### src/rtl/sum_accumulator.sv
// sum_accumulator: accumulates a run of signed 8-bit adder results into a
// signed 8-bit total, with a sticky step-overflow flag and a saturating count
// of upstream overflow flags.
// Optional feature: define SUM_ACC_SAT_EN to clamp the total on step overflow
// (+127 / -128) instead of wrapping modulo 256.
module sum_accumulator #(
    parameter int unsigned CNT_W = 4
) (
    input  logic             clk,
    input  logic             rst,
    input  logic             start,
    input  logic [CNT_W-1:0] len,
    input  logic             in_valid,
    output logic             in_ready,
    input  logic [7:0]       sum_in,
    input  logic             ovf_in,
    output logic             out_valid,
    input  logic             out_ready,
    output logic [7:0]       acc_out,
    output logic             acc_ovf,
    output logic [CNT_W-1:0] ovf_cnt,
    output logic             busy
);

    typedef enum logic [1:0] {
        IDLE  = 2'd0,
        ACCUM = 2'd1,
        DONE  = 2'd2
    } state_t;

    state_t           state;
    state_t           state_next;
    logic [CNT_W-1:0] remaining;
    logic             launch;
    logic             accept;
    logic [7:0]       step_sum;
    logic             step_ovf;
    logic [7:0]       step_val;

    // in_ready is a registered copy of (state == ACCUM), so it gates acceptance
    assign launch = (state == IDLE) && start;
    assign accept = in_ready && in_valid;

    // Next-state decode; the last accepted sample goes straight to DONE
    always_comb begin
        state_next = state;
        case (state)
            IDLE: begin
                if (start) begin
                    state_next = (len == '0) ? DONE : ACCUM;
                end
            end
            ACCUM: begin
                if (accept && (remaining == CNT_W'(1))) begin
                    state_next = DONE;
                end
            end
            DONE: begin
                if (out_ready) begin
                    state_next = IDLE;
                end
            end
            default: state_next = IDLE;
        endcase
    end

    // State register plus registered status flags decoded from the next state
    always_ff @(posedge clk) begin
        if (rst) begin
            state     <= IDLE;
            in_ready  <= 1'b0;
            out_valid <= 1'b0;
            busy      <= 1'b0;
        end else begin
            state     <= state_next;
            in_ready  <= (state_next == ACCUM);
            out_valid <= (state_next == DONE);
            busy      <= (state_next != IDLE);
        end
    end

    // One accumulation step: signed add with same-sign-in/different-sign-out overflow
    always_comb begin
        step_sum = acc_out + sum_in;
        step_ovf = (acc_out[7] == sum_in[7]) && (step_sum[7] != acc_out[7]);
`ifdef SUM_ACC_SAT_EN
        if (step_ovf) begin
            step_val = acc_out[7] ? 8'h80 : 8'h7F;
        end else begin
            step_val = step_sum;
        end
`else
        step_val = step_sum;
`endif
    end

    // Run datapath: cleared on launch, updated per accepted sample, otherwise held
    always_ff @(posedge clk) begin
        if (rst) begin
            acc_out   <= 8'h00;
            acc_ovf   <= 1'b0;
            ovf_cnt   <= '0;
            remaining <= '0;
        end else if (launch) begin
            acc_out   <= 8'h00;
            acc_ovf   <= 1'b0;
            ovf_cnt   <= '0;
            remaining <= len;
        end else if (accept) begin
            acc_out   <= step_val;
            remaining <= remaining - CNT_W'(1);
            if (step_ovf) begin
                acc_ovf <= 1'b1;
            end
            if (ovf_in && (ovf_cnt != '1)) begin
                ovf_cnt <= ovf_cnt + CNT_W'(1);
            end
        end
    end

endmodule

### config.mk
export PLATFORM = sky130hd
export DESIGN_NAME = sum_accumulator
export DESIGN_NICKNAME = d
export VERILOG_FILES = /design/src/rtl/sum_accumulator.sv
export SDC_FILE = /design/constraint.sdc
export NUM_CORES = 1
export LEC_CHECK = 0
export ABC_AREA = 1
export BUFFER_PORTS_ARGS = -buffer_cell sky130_fd_sc_hd__buf_2
export CORE_ASPECT_RATIO = 0.8
export CORE_MARGIN = 5
export CORE_UTILIZATION = 50
export CTS_CLUSTER_DIAMETER = 60
export DETAILED_ROUTE_END_ITERATION = 10
export PLACE_DENSITY = 0.74
export SYNTH_ARGS = -nofsm -noshare
export SYNTH_HDL_FRONTEND = slang
export SYNTH_SLANG_ARGS = --single-unit
export TNS_END_PERCENT = 5
### constraint.sdc
create_clock -name clk -period 1.92 [get_ports clk]
set_input_delay 0.096 -clock clk [delete_from_list [all_inputs] [get_ports clk]]
set_output_delay 0.096 -clock clk [all_outputs]
set_load 0.1 [all_outputs]
==> results of run 1 <==
power groups by stage:
stage	Combinational (uW)	Sequential (uW)	Clock (uW)
finish	292	494	356
global route	320	499	388
CTS	293	494	362
detailed placement	290	504	0
global placement	288	504	0
floorplan	150	589	0
critical path, stage by stage, from the launching register on:
cell and delay [ps]:
dfxtp_2 350, ha_1 200, fa_1 420, nand3_1 90, nand3_1 90, xor2_1 140
o21ai_0 140, inv_1 50
placed cells by master (no fill, tap or decap), drive strengths merged:
cell type,n
fa,1
a31oi,1
or2,2
inv,36
o22ai,1
o21ai,5
a21oi,11
nand3,19
o21a,1
a211oi,1
nor2,19
dlygate4sd3,1
dfxtp,22
ha,10
nor3,1
xor2,1
bufinv,1
and3,1
clkbuf,3
buf,33
o221ai,3
xnor2,3
nand4,4
nand2,45
metal layers:
metal | track usage (%) | part of all wire (%) | vias to the layer above
met5 | 0 | 0 | -
met4 | 1.70 | 0.63 | 0
met3 | 4.80 | 3.7 | 2
met2 | 22.2 | 45 | 21
met1 | 21.8 | 51 | 566
li1 | - | - | 680
kinds of logic (layout without fill, tap and decap cells):
group / count (synthesis) / count (layout) / share of synthesized area [%]
AO/OA/AOI/OAI: 23 / 23 / 11.2
XOR/XNOR: 4 / 4 / 2.55
adder cells (fa/ha/maj): 11 / 11 / 10.6
buffers and inverters: 38 / 74 / 11.7
flip-flops: 22 / 22 / 32.1
AND/OR/NAND/NOR: 91 / 91 / 32.0
cells in the mapped netlist (3+ instances only):
master     n
a21oi_1    9
dfxtp_1   22
ha_1      10
inv_1     33
inv_2      3
nand2_1   41
nand2_2    4
nand3_1   15
nand4_1    4
nor2_1    18
o21ai_0    3
o221ai_1   3
xnor2_1    3
per-stage QoR:
stage,util (%),instances,worst slack [ps]
3_3_place_gp,58.1,258,388
6_report,60.4,263,344
4_1_cts,60.4,263,353
3_5_place_dp,58.1,258,369
5_1_grt,60.4,263,249
2_1_floorplan,-,189,-59.8
flip-flops by register name, indices dropped and copies added, names as in the netlist:
name / count
busy: 1
remaining: 4
out_valid: 1
acc_out: 8
acc_ovf: 1
state: 2
ovf_cnt: 4
in_ready: 1
how the worst max path moves through the flow:
stage,from,end,slack [ps],cells past startpoint
after floorplan,acc_out[1],acc_out[7],-60,9
after global placement,acc_out[0],acc_out[4],390,7
after detailed placement,acc_out[0],acc_out[4],370,7
after CTS,acc_out[0],acc_out[4],350,7
after global routing,acc_out[0],acc_out[4],250,7
final,acc_out[0],acc_out[4],340,7
final cells by class:
type                    instances  area [um2]  area share (%)
multi-input cells             129         773            47.4
flip-flops and latches         22         448            27.5
repair buffers                 34         175            10.7
inverters                      36         135            8.28
well taps                      38        47.5            2.91
clock inverters                 1        30.0            1.84
clock buffers                   3        22.5            1.38
==> out/summary.txt, run 1 <==
Htree depth: 1
Vias: 1,269
Tmin final: 1580 ps
R2R Setup Slk: 340 ps
Syn Std Cell Area: 1370 um2
Max transition margin: 67.3%
Initial antenna violation count: 0
CTS Buf Count: 3
# Post-CTS Setup Buffers: 0
WP data arrival: 1790 ps
Slew Limit Fails: 0
Layout cell share with drive strength beyond 1: 26.7%
Largest area contributor in the synthesized netlist: dfxtp_1
R2R cell count: 7
Predominant post-synthesis flop cell: dfxtp_1
Crit path launch type: flop
Total grt overflow: 0
Resize count post-CTS: 0
Psw: 366 uW
ANT nets after route: 0
Global-route wire length before repair: 4570 um
Fill count: 270
Nets: 255
Clk sinks: 22
DRT Pass-1 Iters: 4
Max IR drop VDD: 0.449 mV
Comb pwr share: 25.6%
Synth Area per Inst: 7.27 um2
Status: finished clean
Core ar.: 2700 um2
Power Dens Cells: 700 nW/um2
Initial core utilization: 50.9%
Crit share post-route: 82.1%
FF-to-FF Start: acc_out[0]
Leak Pwr: 0.000897 uW
Largest net degree at the start of global routing: 16
Die area: 3900 um2
Setup tns final: 0 ps
WL per Instance: 10.2 um
Hold Crit Class: in -> reg
Ys async rst share: 0%
Number of global-route vias before repair: 1,084
Req. time, crit path: 2130 ps
Fin Clk Skew: 3.08 ps
Clk root buf: clkbuf_4
Peak fanout along the critical path: 3
I/O pin cnt: 34
Area contributors post-synth: dfxtp_1 32%, nand2_1 11%, ha_1 9.1%, inv_1 9.0%, nand3_1 5.5%
Hold buffers post-CTS: 1
Post-synth EDFFs: 0
# diodes: 0
Wirelength, routed: 2700 um
Switch share: 32.1%
Die Height: 56.9 um
Power Internal: 775 uW
Area Overhead vs Synth: 18.8%
Power, Total: 1140 uW
Vias per cell: 4.83
Largest buffer count on any clock path: 2
Seq/Total Area, Yosys: 32.1%
Hold depth: 3
Finish-stage setup viols: 0
Initial DRC count: 32
Gp weighted congestion: 0.828
Synth unique cells: 31
Final hold vios: 0
Clock power share: 31.1%
CP endpoint kind: flop
CTS clk-pin slew, worst paths: 120 ps
Dpl hpwl: 2110 um
Worst Setup Path Type: reg -> reg
Hold wc startpoint: len[3]
Post-Syn Nets: 218
DRC viols: 0
YS warnings: 0
Hold worst-path end: remaining[3]
Gr usage total: 15.1%
Synthesized netlist cell count: 189
Least-Margin Pin Slew: 494 ps
Die extent in x: 68.6 um
CTS tree: yes
Skew-Pair Late Insertion Delay: 310 ps
Fmax: 634 MHz
I/O Buffers: 33
Placement Cell Area: 1570 um2
Reg-to-reg endpoint: acc_out[4]
Unrepaired setup endpoints after global routing: false
Number of synthesized register bits: 22
Final non-filler cell area: 1630 um2
Reg power frac: 43.3%
Max-Cap Viols: 0
Final Hold Slack: 48.2 ps
Rows: 17
Post-synth top area share: 32.1%
No activity file was read; power rests on OpenSTA's default activity.
==> run 2: changes to the inputs <==
- CORE_UTILIZATION: 50 -> 47
- PLACE_DENSITY: 0.74 -> 0.73
- clock period: 1.92 -> 1.4 ns (I/O delays scaled with it)
==> out/summary.txt, run 2 (synthesis results as in run 1) <==
Clock power share: 31.8%
Slew Limit Fails: 0
Htree depth: 1
Slowest cell on crit path: dfxtp_4
Power Dens Cells: 912 nW/um2
Max-Cap Viols: 0
Most frequent cells in the layout: 40 x nand2_1, 33 x inv_1, 33 x buf_2
Power, Total: 1620 uW
Dpl hpwl: 2340 um
Delay-heaviest family, CP: adder cells
Gp weighted congestion: 0.811
Crit path setup slack, layout: -14.4 ps
Hold depth: 2
Crit path launch type: flop
Largest net degree at the start of global routing: 14
Layout cell share with drive strength beyond 1: 34.6%
Reg-to-reg endpoint: acc_out[4]
Rows: 17
Unrepaired setup endpoints after global routing: true
Leak Pwr: 0.000917 uW
Global-route wire length before repair: 4860 um
Crit share post-route: 101%
R2R cell count: 7
Final hold vios: 0
Max IR drop VDD: 0.593 mV
Finish-stage setup viols: 2
Power Internal: 1100 uW
Wirelength, routed: 2840 um
Number of global-route vias before repair: 1,106
WL per Instance: 10.7 um
Final Hold Slack: 16.7 ps
Max transition margin: 66.9%
Psw: 518 uW
Setup tns final: -23.9 ps
Least-Margin Pin Slew: 500 ps
DRC viols: 0
Failing checks: setup timing
Fmax: 707 MHz
CTS tree: yes
Area Overhead vs Synth: 29.0%
Bufs and invs on worst path: 1
Hold Crit Class: in -> reg
Initial core utilization: 49.3%
FF-to-FF Start: acc_out[0]
Die Height: 58.4 um
Clk sinks: 22
Vias per cell: 4.82
Clk root buf: clkbuf_8
Die extent in x: 70.4 um
CTS Buf Count: 3
Delay of the slowest critical-path stage: 350 ps
Req. time, crit path: 1560 ps
Tmin final: 1410 ps
Vias: 1,281
Largest Register: acc_out
CTS clk-pin slew, worst paths: 80 ps
WP data arrival: 1580 ps
Most common cell on crit path: nand3_1
Skew-Pair Late Insertion Delay: 260 ps
DRT Pass-1 Iters: 4
Status: finished with violations
Comb pwr share: 26.6%
Hold worst-path end: remaining[3]
Largest buffer count on any clock path: 2
Core ar.: 2790 um2
Initial DRC count: 81
CP cell instances: ha_4, fa_2, nand3_1, nand3_1, xor2_1, o21ai_1, inv_1
Nets: 258
Peak fanout along the critical path: 3
I/O pin cnt: 34
Reg power frac: 41.6%
Hold wc startpoint: rst
Most common cell after layout, fill and taps aside: nand2_1
R2R Setup Slk: -10 ps
# Post-CTS Setup Buffers: 0
Total grt overflow: 0
ANT nets after route: 0
Fin Clk Skew: 3.35 ps
Worst Setup Path Type: reg -> reg
I/O Buffers: 33
Switch share: 32.1%
Number of flip-flops under the largest register name: 8
CP endpoint kind: flop
Die area: 4110 um2
Biggest regs: acc_out x8, ovf_cnt x4, remaining x4
Initial antenna violation count: 0
Gr usage total: 14.3%
# diodes: 0
==> run 2: cell count changes in the layout (fill, tap and decap cells not counted), sizes merged <==
cell	before	now
clkbuf	3	4
bufinv	1	0
dlygate4sd3	1	0
buf	33	37
==> run 2: timing repair <==
action / 4_1_cts / 5_1_grt
resized for setup: 1 / 4
hold buffers: 0 / 0
pin swaps: 0 / 2
setup endpoints to repair: 2 / 5
==> run 2: metal layers <==
layer / global-route usage (%) / up-vias / share of wire (%)
met5: 0 / - / 0
met1: 19.6 / 565 / 49
met4: 2.46 / 0 / 0.46
met3: 4.10 / 4 / 5.2
met2: 22.9 / 25 / 45
li1: - / 687 / -
==> run 2: worst max-delay path by stage <==
stage                from         end  slack, ps  cells after the start
6_report       acc_out[0]  acc_out[4]        -10                      7
5_1_grt        acc_out[0]  acc_out[4]       -100                      7
4_1_cts        acc_out[0]  acc_out[4]        -20                      7
3_5_place_dp   acc_out[0]  acc_out[4]        -50                      7
3_3_place_gp   acc_out[0]  acc_out[4]        -20                      7
2_1_floorplan  acc_out[0]  acc_out[4]       -150                      7
==> run 2: area by class of cell <==
cell class / instances / area (um2)
inverter: 36 / 135
clock buffer: 4 / 66.3
sequential: 22 / 474
fill: 270 / 1010
tap: 38 / 47.5
multi-input combinational: 129 / 853
timing repair buffer: 37 / 195
==> run 2: stage by stage <==
| step | util (%) | std cells | setup slack [ps] | area [um2] |
|---|---|---|---|---|
| 3_5_place_dp | 60.2 | 262 | -46.9 | 1680 |
| 3_3_place_gp | 60.2 | 262 | -16.9 | 1680 |
| 4_1_cts | 62.6 | 266 | -17.6 | 1740 |
| 2_1_floorplan | - | 189 | -149 | 1460 |
| 6_report | 63.6 | 266 | -14.4 | 1770 |
| 5_1_grt | 63.6 | 266 | -98.9 | 1770 |
==> run 2: power by group through the flow <==
stage / clock network, uW / logic (uW) / registers [uW]
CTS: 535 / 425 / 671
global placement: 0 / 418 / 686
floorplan: 0 / 215 / 802
detailed placement: 0 / 423 / 686
global route: 563 / 469 / 677
finish: 514 / 429 / 672
==> run 3: changes to the inputs <==
- PLACE_DENSITY: 0.73 -> 0.74
==> out/summary.txt, run 3 (synthesis results as in run 1) <==
# diodes: 0
Reg power frac: 41.2%
Delay of the slowest critical-path stage: 370 ps
Largest Register: acc_out
Peak fanout along the critical path: 3
Initial antenna violation count: 0
Max IR drop VDD: 0.499 mV
Area Overhead vs Synth: 30.4%
Cells after DPL: 262
Slowest cell on crit path: fa_2
Clock power share: 31.8%
Biggest regs: acc_out x8, ovf_cnt x4, remaining x4
Skew-Pair Late Insertion Delay: 260 ps
R2R cell count: 7
Power, Total: 1630 uW
DRT Pass-1 Iters: 4
Largest net degree at the start of global routing: 14
Nets: 259
Switch share: 32.5%
FF-to-FF Start: acc_out[0]
CTS clk-pin slew, worst paths: 80 ps
Total grt overflow: 0
Gp weighted congestion: 0.823
Reg-to-reg endpoint: acc_out[4]
I/O pin cnt: 34
Status: finished with violations
R2R Setup Slk: -30 ps
Global-route wire length before repair: 5100 um
Largest buffer count on any clock path: 2
Hold Crit Class: in -> reg
Tmin final: 1430 ps
I/O Buffers: 33
Max-Cap Viols: 0
Most frequent cells in the layout: 39 x nand2_1, 33 x inv_1, 33 x buf_2
Gr usage total: 15.2%
Power Internal: 1100 uW
Psw: 530 uW
Hold depth: 2
Most common cell after layout, fill and taps aside: nand2_1
Fill count: 259
Req. time, crit path: 1560 ps
Die Height: 58.4 um
Number of flip-flops under the largest register name: 8
Die extent in x: 70.4 um
Crit path setup slack, layout: -34.3 ps
CTS tree: yes
ANT nets after route: 0
Fin Clk Skew: 0.991 ps
Comb pwr share: 27.0%
Htree depth: 1
Worst Setup Path Type: reg -> reg
Crit share post-route: 102%
Unrepaired setup endpoints after global routing: true
Clk root buf: clkbuf_8
DRC viols: 0
Die area: 4110 um2
Layout cell share with drive strength beyond 1: 36.2%
Clk sinks: 22
Most common cell on crit path: nand3_2
Max transition margin: 67.3%
Finish-stage setup viols: 3
CP cell instances: ha_4, fa_2, nand3_2, nand3_2, xor2_1, o21ai_1, inv_1
Place WS: -56.0 ps
Final non-filler cell total: 267
Final hold vios: 0
Number of global-route vias before repair: 1,159
Vias per cell: 4.84
Power Dens Cells: 911 nW/um2
Leak Pwr: 0.000929 uW
CP endpoint kind: flop
Wirelength, routed: 3040 um
Hold buffers post-CTS: 0
WP data arrival: 1600 ps
Fmax: 697 MHz
Initial core utilization: 49.3%
Hold worst-path end: remaining[3]
Util after Layout: 64.3%
CTS Buf Count: 3
Dpl hpwl: 2390 um
Core ar.: 2790 um2
Slew Limit Fails: 0
Rows: 17
Vias: 1,292
Least-Margin Pin Slew: 494 ps
Crit path launch type: flop
Hold wc startpoint: rst
WL per Instance: 11.4 um
Failing checks: setup timing
Initial DRC count: 105
==> run 3: cell types whose count changed in the layout (fill, tap and decap cells not counted), sizes merged <==
cell / delta
buf: +1
==> run 3: timing repair <==
action	4_1_cts	5_1_grt
endpoints found under the setup margin	1	6
buffers inserted	0	1
resized for setup	3	5
pin swaps	2	3
==> run 3: final cells by class <==
class	instances	area [um2]	share of cell area [%]
clock buffer	4	66.3	3.70
inverter	36	135	7.54
multi-input combinational	129	866	48.3
sequential	22	474	26.5
tap	38	47.5	2.65
timing repair buffer	38	203	11.3
==> run 3: power by group through the flow <==
stage,registers [uW],logic [uW],clock network [uW]
after floorplan,802,215,0
after global placement,686,421,0
after detailed placement,686,427,0
after CTS,671,431,530
after global routing,678,477,564
final,672,440,519
==> run 3: how the worst max path moves through the flow <==
stage,endpoint,startpoint
after floorplan,acc_out[4],acc_out[0]
after global placement,acc_out[4],acc_out[0]
after detailed placement,acc_out[4],acc_out[0]
after CTS,acc_out[4],acc_out[0]
after global routing,acc_out[6],acc_out[0]
final,acc_out[4],acc_out[0]
==> run 3: metal layers <==
layer | vias up | part of all wire (%) | GRT usage (%)
met3 | 2 | 5.5 | 4.61
met5 | - | 0 | 0
li1 | 682 | - | -
met1 | 571 | 47 | 20.2
met4 | 0 | 0.56 | 1.64
met2 | 37 | 46 | 25.5
==> run 3: worst max-delay path, delay by kind of cell (launching register included) <==
kind                       cells  cell delay, ps
buffers and inverters          1              50
adders and majority gates      2             530
xor gates and xnor gates       1             140
AOI/OAI and AO/OA              1             120
and+or+nand+nor                2             140
DFF                            1             360
==> run 3: stage by stage <==
step	instance area, um2	TNS (ps)	hold WS (ps)
floorplan	1460	-873	139
global placement	1680	-23.1	281
detailed placement	1680	-56.0	283
CTS	1750	-36.5	1.03
global route	1790	-317	12.6
finish	1790	-83.2	11.6
